==> src/rtl/prm_cmd_pkg.sv <==
// rtl/prm_cmd_pkg.sv - shared command codes, field widths and state encoding for the parameter queue
package prm_cmd_pkg;

  localparam int WORD_W    = 32;
  localparam int CMD_W     = 4;
  localparam int PAYLOAD_W = WORD_W - CMD_W;
  localparam int LEVEL_W   = 5;
  localparam int ERR_W     = 8;

  localparam logic [CMD_W-1:0] CMD_PARAM = 4'hA;
  localparam logic [CMD_W-1:0] CMD_FLUSH = 4'h5;
  localparam logic [CMD_W-1:0] CMD_NOP   = 4'h0;

  typedef enum logic [1:0] {
    ST_IDLE      = 2'd0,
    ST_WAIT_HEAD = 2'd1,
    ST_ISSUE     = 2'd2,
    ST_GAP       = 2'd3
  } state_e;

  typedef enum logic [1:0] {
    DEC_NONE    = 2'd0,
    DEC_PARAM   = 2'd1,
    DEC_FLUSH   = 2'd2,
    DEC_INVALID = 2'd3
  } dec_e;

  function automatic dec_e decode_cmd(input logic [CMD_W-1:0] cmd);
    dec_e kind;
    case (cmd)
      CMD_PARAM: kind = DEC_PARAM;
      CMD_FLUSH: kind = DEC_FLUSH;
      CMD_NOP:   kind = DEC_NONE;
      default:   kind = DEC_INVALID;
    endcase
    return kind;
  endfunction

endpackage

==> src/rtl/prm_fifo.sv <==
// rtl/prm_fifo.sv - synchronous FIFO with clear, level count and drop indication
module prm_fifo
  import prm_cmd_pkg::*;
#(
  parameter int DEPTH = 4,
  parameter int WIDTH = 28
) (
  input  logic               i_clk,
  input  logic               i_rst,
  input  logic               i_clear,
  input  logic               i_push,
  input  logic [WIDTH-1:0]   i_data,
  input  logic               i_pop,
  output logic [WIDTH-1:0]   o_data,
  output logic               o_full,
  output logic               o_empty,
  output logic [LEVEL_W-1:0] o_level,
  output logic               o_drop
);

  localparam int PTR_W = $clog2(DEPTH);

  logic [WIDTH-1:0]   mem_q [DEPTH];
  logic [PTR_W-1:0]   wr_ptr_q, wr_ptr_d;
  logic [PTR_W-1:0]   rd_ptr_q, rd_ptr_d;
  logic [LEVEL_W-1:0] level_q, level_d;
  logic               do_push, do_pop;

  assign o_full  = (level_q == LEVEL_W'(DEPTH));
  assign o_empty = (level_q == '0);
  assign o_level = level_q;
  assign o_data  = mem_q[rd_ptr_q];

  // A pop frees the slot in the same cycle, so a push while full is still accepted then.
  assign do_pop  = i_pop && !o_empty && !i_clear && !i_rst;
  assign do_push = i_push && (!o_full || do_pop) && !i_clear && !i_rst;
  assign o_drop  = i_push && o_full && !do_pop && !i_clear && !i_rst;

  always_comb begin
    wr_ptr_d = wr_ptr_q;
    rd_ptr_d = rd_ptr_q;
    level_d  = level_q;
    if (i_clear) begin
      wr_ptr_d = '0;
      rd_ptr_d = '0;
      level_d  = '0;
    end else begin
      if (do_push) wr_ptr_d = wr_ptr_q + PTR_W'(1);
      if (do_pop)  rd_ptr_d = rd_ptr_q + PTR_W'(1);
      case ({do_push, do_pop})
        2'b10:   level_d = level_q + LEVEL_W'(1);
        2'b01:   level_d = level_q - LEVEL_W'(1);
        default: level_d = level_q;
      endcase
    end
  end

  always_ff @(posedge i_clk) begin
    if (i_rst) begin
      wr_ptr_q <= '0;
      rd_ptr_q <= '0;
      level_q  <= '0;
    end else begin
      wr_ptr_q <= wr_ptr_d;
      rd_ptr_q <= rd_ptr_d;
      level_q  <= level_d;
    end
  end

  always_ff @(posedge i_clk) begin
    if (do_push) mem_q[wr_ptr_q] <= i_data;
  end

endmodule

==> src/rtl/prm_cmd_queue.sv <==
// rtl/prm_cmd_queue.sv - decodes SPI command words and releases queued parameters to the trigger generator
module prm_cmd_queue
  import prm_cmd_pkg::*;
#(
  parameter int DEPTH        = 4,
  parameter bit SYNC_TO_HEAD = 1'b1
) (
  input  logic               i_clk,
  input  logic               i_rst,
  input  logic               i_rx_valid,
  input  logic [WORD_W-1:0]  i_rx_data,
  input  logic               i_head_flag,
  output logic               o_prm_we,
  output logic [WORD_W-1:0]  o_prm_data,
  output logic [LEVEL_W-1:0] o_level,
  output logic               o_overflow,
  output logic [ERR_W-1:0]   o_err_cnt
);

  state_e                 state_q, state_d;
  dec_e                   cmd_kind;
  logic                   is_param, is_flush, is_invalid;
  logic                   fifo_pop, fifo_full, fifo_empty, fifo_drop;
  logic [PAYLOAD_W-1:0]   fifo_data;
  logic [WORD_W-1:0]      prm_data_q, prm_data_d;
  logic                   overflow_q, overflow_d;
  logic [ERR_W-1:0]       err_cnt_q, err_cnt_d;

  assign cmd_kind   = i_rx_valid ? decode_cmd(i_rx_data[WORD_W-1 -: CMD_W]) : DEC_NONE;
  assign is_param   = (cmd_kind == DEC_PARAM);
  assign is_flush   = (cmd_kind == DEC_FLUSH);
  assign is_invalid = (cmd_kind == DEC_INVALID);

  prm_fifo #(
    .DEPTH (DEPTH),
    .WIDTH (PAYLOAD_W)
  ) u_fifo (
    .i_clk   (i_clk),
    .i_rst   (i_rst),
    .i_clear (is_flush),
    .i_push  (is_param),
    .i_data  (i_rx_data[PAYLOAD_W-1:0]),
    .i_pop   (fifo_pop),
    .o_data  (fifo_data),
    .o_full  (fifo_full),
    .o_empty (fifo_empty),
    .o_level (o_level),
    .o_drop  (fifo_drop)
  );

  always_ff @(posedge i_clk) begin
    if (i_rst) state_q <= ST_IDLE;
    else       state_q <= state_d;
  end

  // A flush in the same cycle suppresses starting on a word that is about to vanish.
  always_comb begin
    state_d = state_q;
    case (state_q)
      ST_IDLE: begin
        if (!fifo_empty && !is_flush) state_d = SYNC_TO_HEAD ? ST_WAIT_HEAD : ST_ISSUE;
      end
      ST_WAIT_HEAD: begin
        if (is_flush)         state_d = ST_IDLE;
        else if (i_head_flag) state_d = ST_ISSUE;
      end
      ST_ISSUE: state_d = ST_GAP;
      ST_GAP:   state_d = ST_IDLE;
      default:  state_d = ST_IDLE;
    endcase
  end

  always_comb begin
    o_prm_we = 1'b0;
    fifo_pop = 1'b0;
    if (state_q == ST_ISSUE) begin
      o_prm_we = 1'b1;
      fifo_pop = 1'b1;
    end
  end

  // Capture the head word on entry to ISSUE so the data is registered alongside the strobe.
  always_comb begin
    prm_data_d = prm_data_q;
    if (state_d == ST_ISSUE && state_q != ST_ISSUE) prm_data_d = {{CMD_W{1'b0}}, fifo_data};
  end

  always_comb begin
    overflow_d = overflow_q;
    if (is_flush)       overflow_d = 1'b0;
    else if (fifo_drop) overflow_d = 1'b1;
    err_cnt_d = err_cnt_q;
    if (is_invalid && err_cnt_q != {ERR_W{1'b1}}) err_cnt_d = err_cnt_q + ERR_W'(1);
  end

  always_ff @(posedge i_clk) begin
    if (i_rst) begin
      prm_data_q <= '0;
      overflow_q <= 1'b0;
      err_cnt_q  <= '0;
    end else begin
      prm_data_q <= prm_data_d;
      overflow_q <= overflow_d;
      err_cnt_q  <= err_cnt_d;
    end
  end

  assign o_prm_data = prm_data_q;
  assign o_overflow = overflow_q;
  assign o_err_cnt  = err_cnt_q;

endmodule

==> config.mk <==
export PLATFORM = sky130hd
export DESIGN_NAME = prm_cmd_queue
export DESIGN_NICKNAME = d
export VERILOG_FILES = /design/src/rtl/prm_cmd_pkg.sv /design/src/rtl/prm_fifo.sv /design/src/rtl/prm_cmd_queue.sv
export SDC_FILE = /design/constraint.sdc
export NUM_CORES = 1
export LEC_CHECK = 0
export CAP_MARGIN = 20
export CORE_MARGIN = 3
export CORE_UTILIZATION = 45
export DETAILED_ROUTE_END_ITERATION = 10
export HOLD_SLACK_MARGIN = 0.08
export PLACE_DENSITY_LB_ADDON = 0.3
export SLEW_MARGIN = 40
export SYNTH_ARGS = -nofsm -noshare
export SYNTH_HDL_FRONTEND = slang
export SYNTH_HIERARCHICAL = 1
export SYNTH_SLANG_ARGS = --single-unit
==> constraint.sdc <==
create_clock -name i_clk -period 5.9 [get_ports i_clk]
set_input_delay 1.18 -clock i_clk [delete_from_list [all_inputs] [get_ports i_clk]]
set_output_delay 1.18 -clock i_clk [all_outputs]
set_load 0.005 [all_outputs]
==> metrics.txt <==
status completed; Worst Path Required 6.25 ns; Setup TNS 0 ns; first-pass GRT wire length 18540 µm; Die Area 15610 µm²; Startpoint Class input pin; CTS tree built; CTS sink count roughly 160; dpl hpwl ~7000 µm; fin area roughly 8000 µm²; Max-Cap Viols 0; Slew Limit Headroom a little over two fifths; initial antenna violation count 0; vias 3536; Synth warnings 6; Hold Fails Final Rpt 0; CP endpoint kind register; post-layout minimum cycle time between 4 and 5 ns; chip height between 100 and 150 µm; DP Worst Slack 1.361 ns; input/output buffers approximately 80; Hold WC Path Type register to register; Setup Buffers After CTS 0; final setup skew between 0.008 and 0.009 ns; post-synthesis cell count 400; IO Count 83; critical path class input pin to register; Vias/cell between 5 and 6; die width 125.0 µm; Routed WL 11730 µm; Final Wtd Congestion 0.7991; Layout area overhead 23.95%; Pleak approximately 0.0026 µW; core footprint about 14000 µm²; Max Freq 0.2420 GHz; total grt overflow 0; Area after DPL approximately 7300 µm²; hold_buf cts 0; vias in the first global route between 3k and 4k; non-filler instance count after layout between 600 and 700; PwrDens roughly 300 nW/µm²; Initial DRT Pass Iterations 4; clock edge transition at the registers on the reported setup and hold paths approximately 0.060 ns; htree depth 4; 1st-iter DRT viols between 200 and 250; largest net degree at the start of global routing between 40 and 50; Initial Utilization a little under half; # diodes 0; Post-CTS Resized 0; drc violations 0; Final ANT Viol Nets 0; RSZ-0062 raised after global routing no; Critical Path Fanout Max 10; final-stage net count between 500 and 600; Root Buffer clkbuf_16; Avg Cell Area, Syn 15.92 µm²; Slew Viols, Final 0; Reg2Reg Setup Slack about 2.8 ns; Final Cycle Share 70.04%; per-cell routed wire length ~18 µm; cell area after synthesis around 6400 µm²; dpl cells roughly 640; GRT Overall Usage 15.59%; Final setup viols 0; Max clock buf depth 2; CTS Buf Count 17; Worst-Skew Late Latency between 0.4 and 0.5 ns; worst slew pin tran about 0.85 ns; ratio of cells with drive above 1 in the final layout 15.04%; setup ws final about 1.8 ns; Data arrival, critical path roughly 4.5 ns; Hold Slack 0.4951 ns; Core Rows 42; VDD IR max between 0.2 and 0.3 mV
-- path summary, 6_finish.rpt --
check	startpoint	end	cells after the start
worst max-delay path	i_rx_data[29]	u_fifo/o_level[4]	12
worst min-delay path	o_prm_data[14]	o_prm_data[14]	2
worst max register to register	u_fifo/o_level[1]	u_fifo/o_level[4]	11
worst min register to register	o_prm_data[14]	o_prm_data[14]	2
-- registers in the layout, summed over array words and instances, names as in the netlist, named ones only --
name             count
o_err_cnt            8
o_prm_data          28
o_overflow           1
u_fifo/o_level       5
u_fifo/wr_ptr_q      2
u_fifo/mem_q       112
u_fifo/rd_ptr_q      2
state_q              2
-- stage by stage --
| stage | utilization [%] | total power (µW) |
|---|---|---|
| after floorplan | - | 1267 |
| after global placement | 53.65 | 1304 |
| after detailed placement | 53.69 | 1307 |
| after CTS | 57.99 | 2366 |
| after global routing | 58.21 | 2413 |
| final | 58.21 | 2335 |
-- power breakdown --
part / internal [µW] / switching, µW / total, µW
Clock: 628 / 425 / 1050
Combinational: 33.0 / 28.4 / 61.5
Sequential: 1220 / 3.91 / 1220
-- critical path, stage by stage --
cell and delay, ns:
clkdlybuf4s50_1 0.44, and4bb_4 0.39, and2_1 0.21, or2_0 0.50
nor2_1 0.15, ha_1 0.33, xor2_1 0.18, ha_1 0.24
o21ai_0 0.22, a21oi_1 0.06, o32ai_1 0.35, mux2i_1 0.21
-- final cells by class --
type / count / area [µm²]
clock buffer: 22 / 484.2
clock inverter: 10 / 98.84
fill: 1073 / 5665
inverter: 7 / 26.28
multi-input combinational: 211 / 1881
sequential: 162 / 4369
tap: 176 / 220.2
timing repair buffer: 80 / 813.3
-- placed cells by master, fill, tap and decap left out, drive strengths merged, types with 5 or more instances in the layout --
cell type and count:
edfxtp 112, clkdlybuf4s50 77, dfxtp 50, nor2 47
mux2i 32, mux4 28, clkbuf 22, a21oi 12
ha 9, inv 9, nand2 7, o31ai 6
nand3 6, nor2b 5, or4 5, clkinv 5
o21ai 5, and2 5
-- layer usage --
layer	global-route usage [%]	vias to the layer above	share of wire (%)
met5	0	-	0
met4	4.911	0	0.97
met3	6.525	12	6.9
met2	25.48	101	48
met1	19.02	1748	44
li1	-	1675	-
No activity file was read; power rests on OpenSTA's default activity.
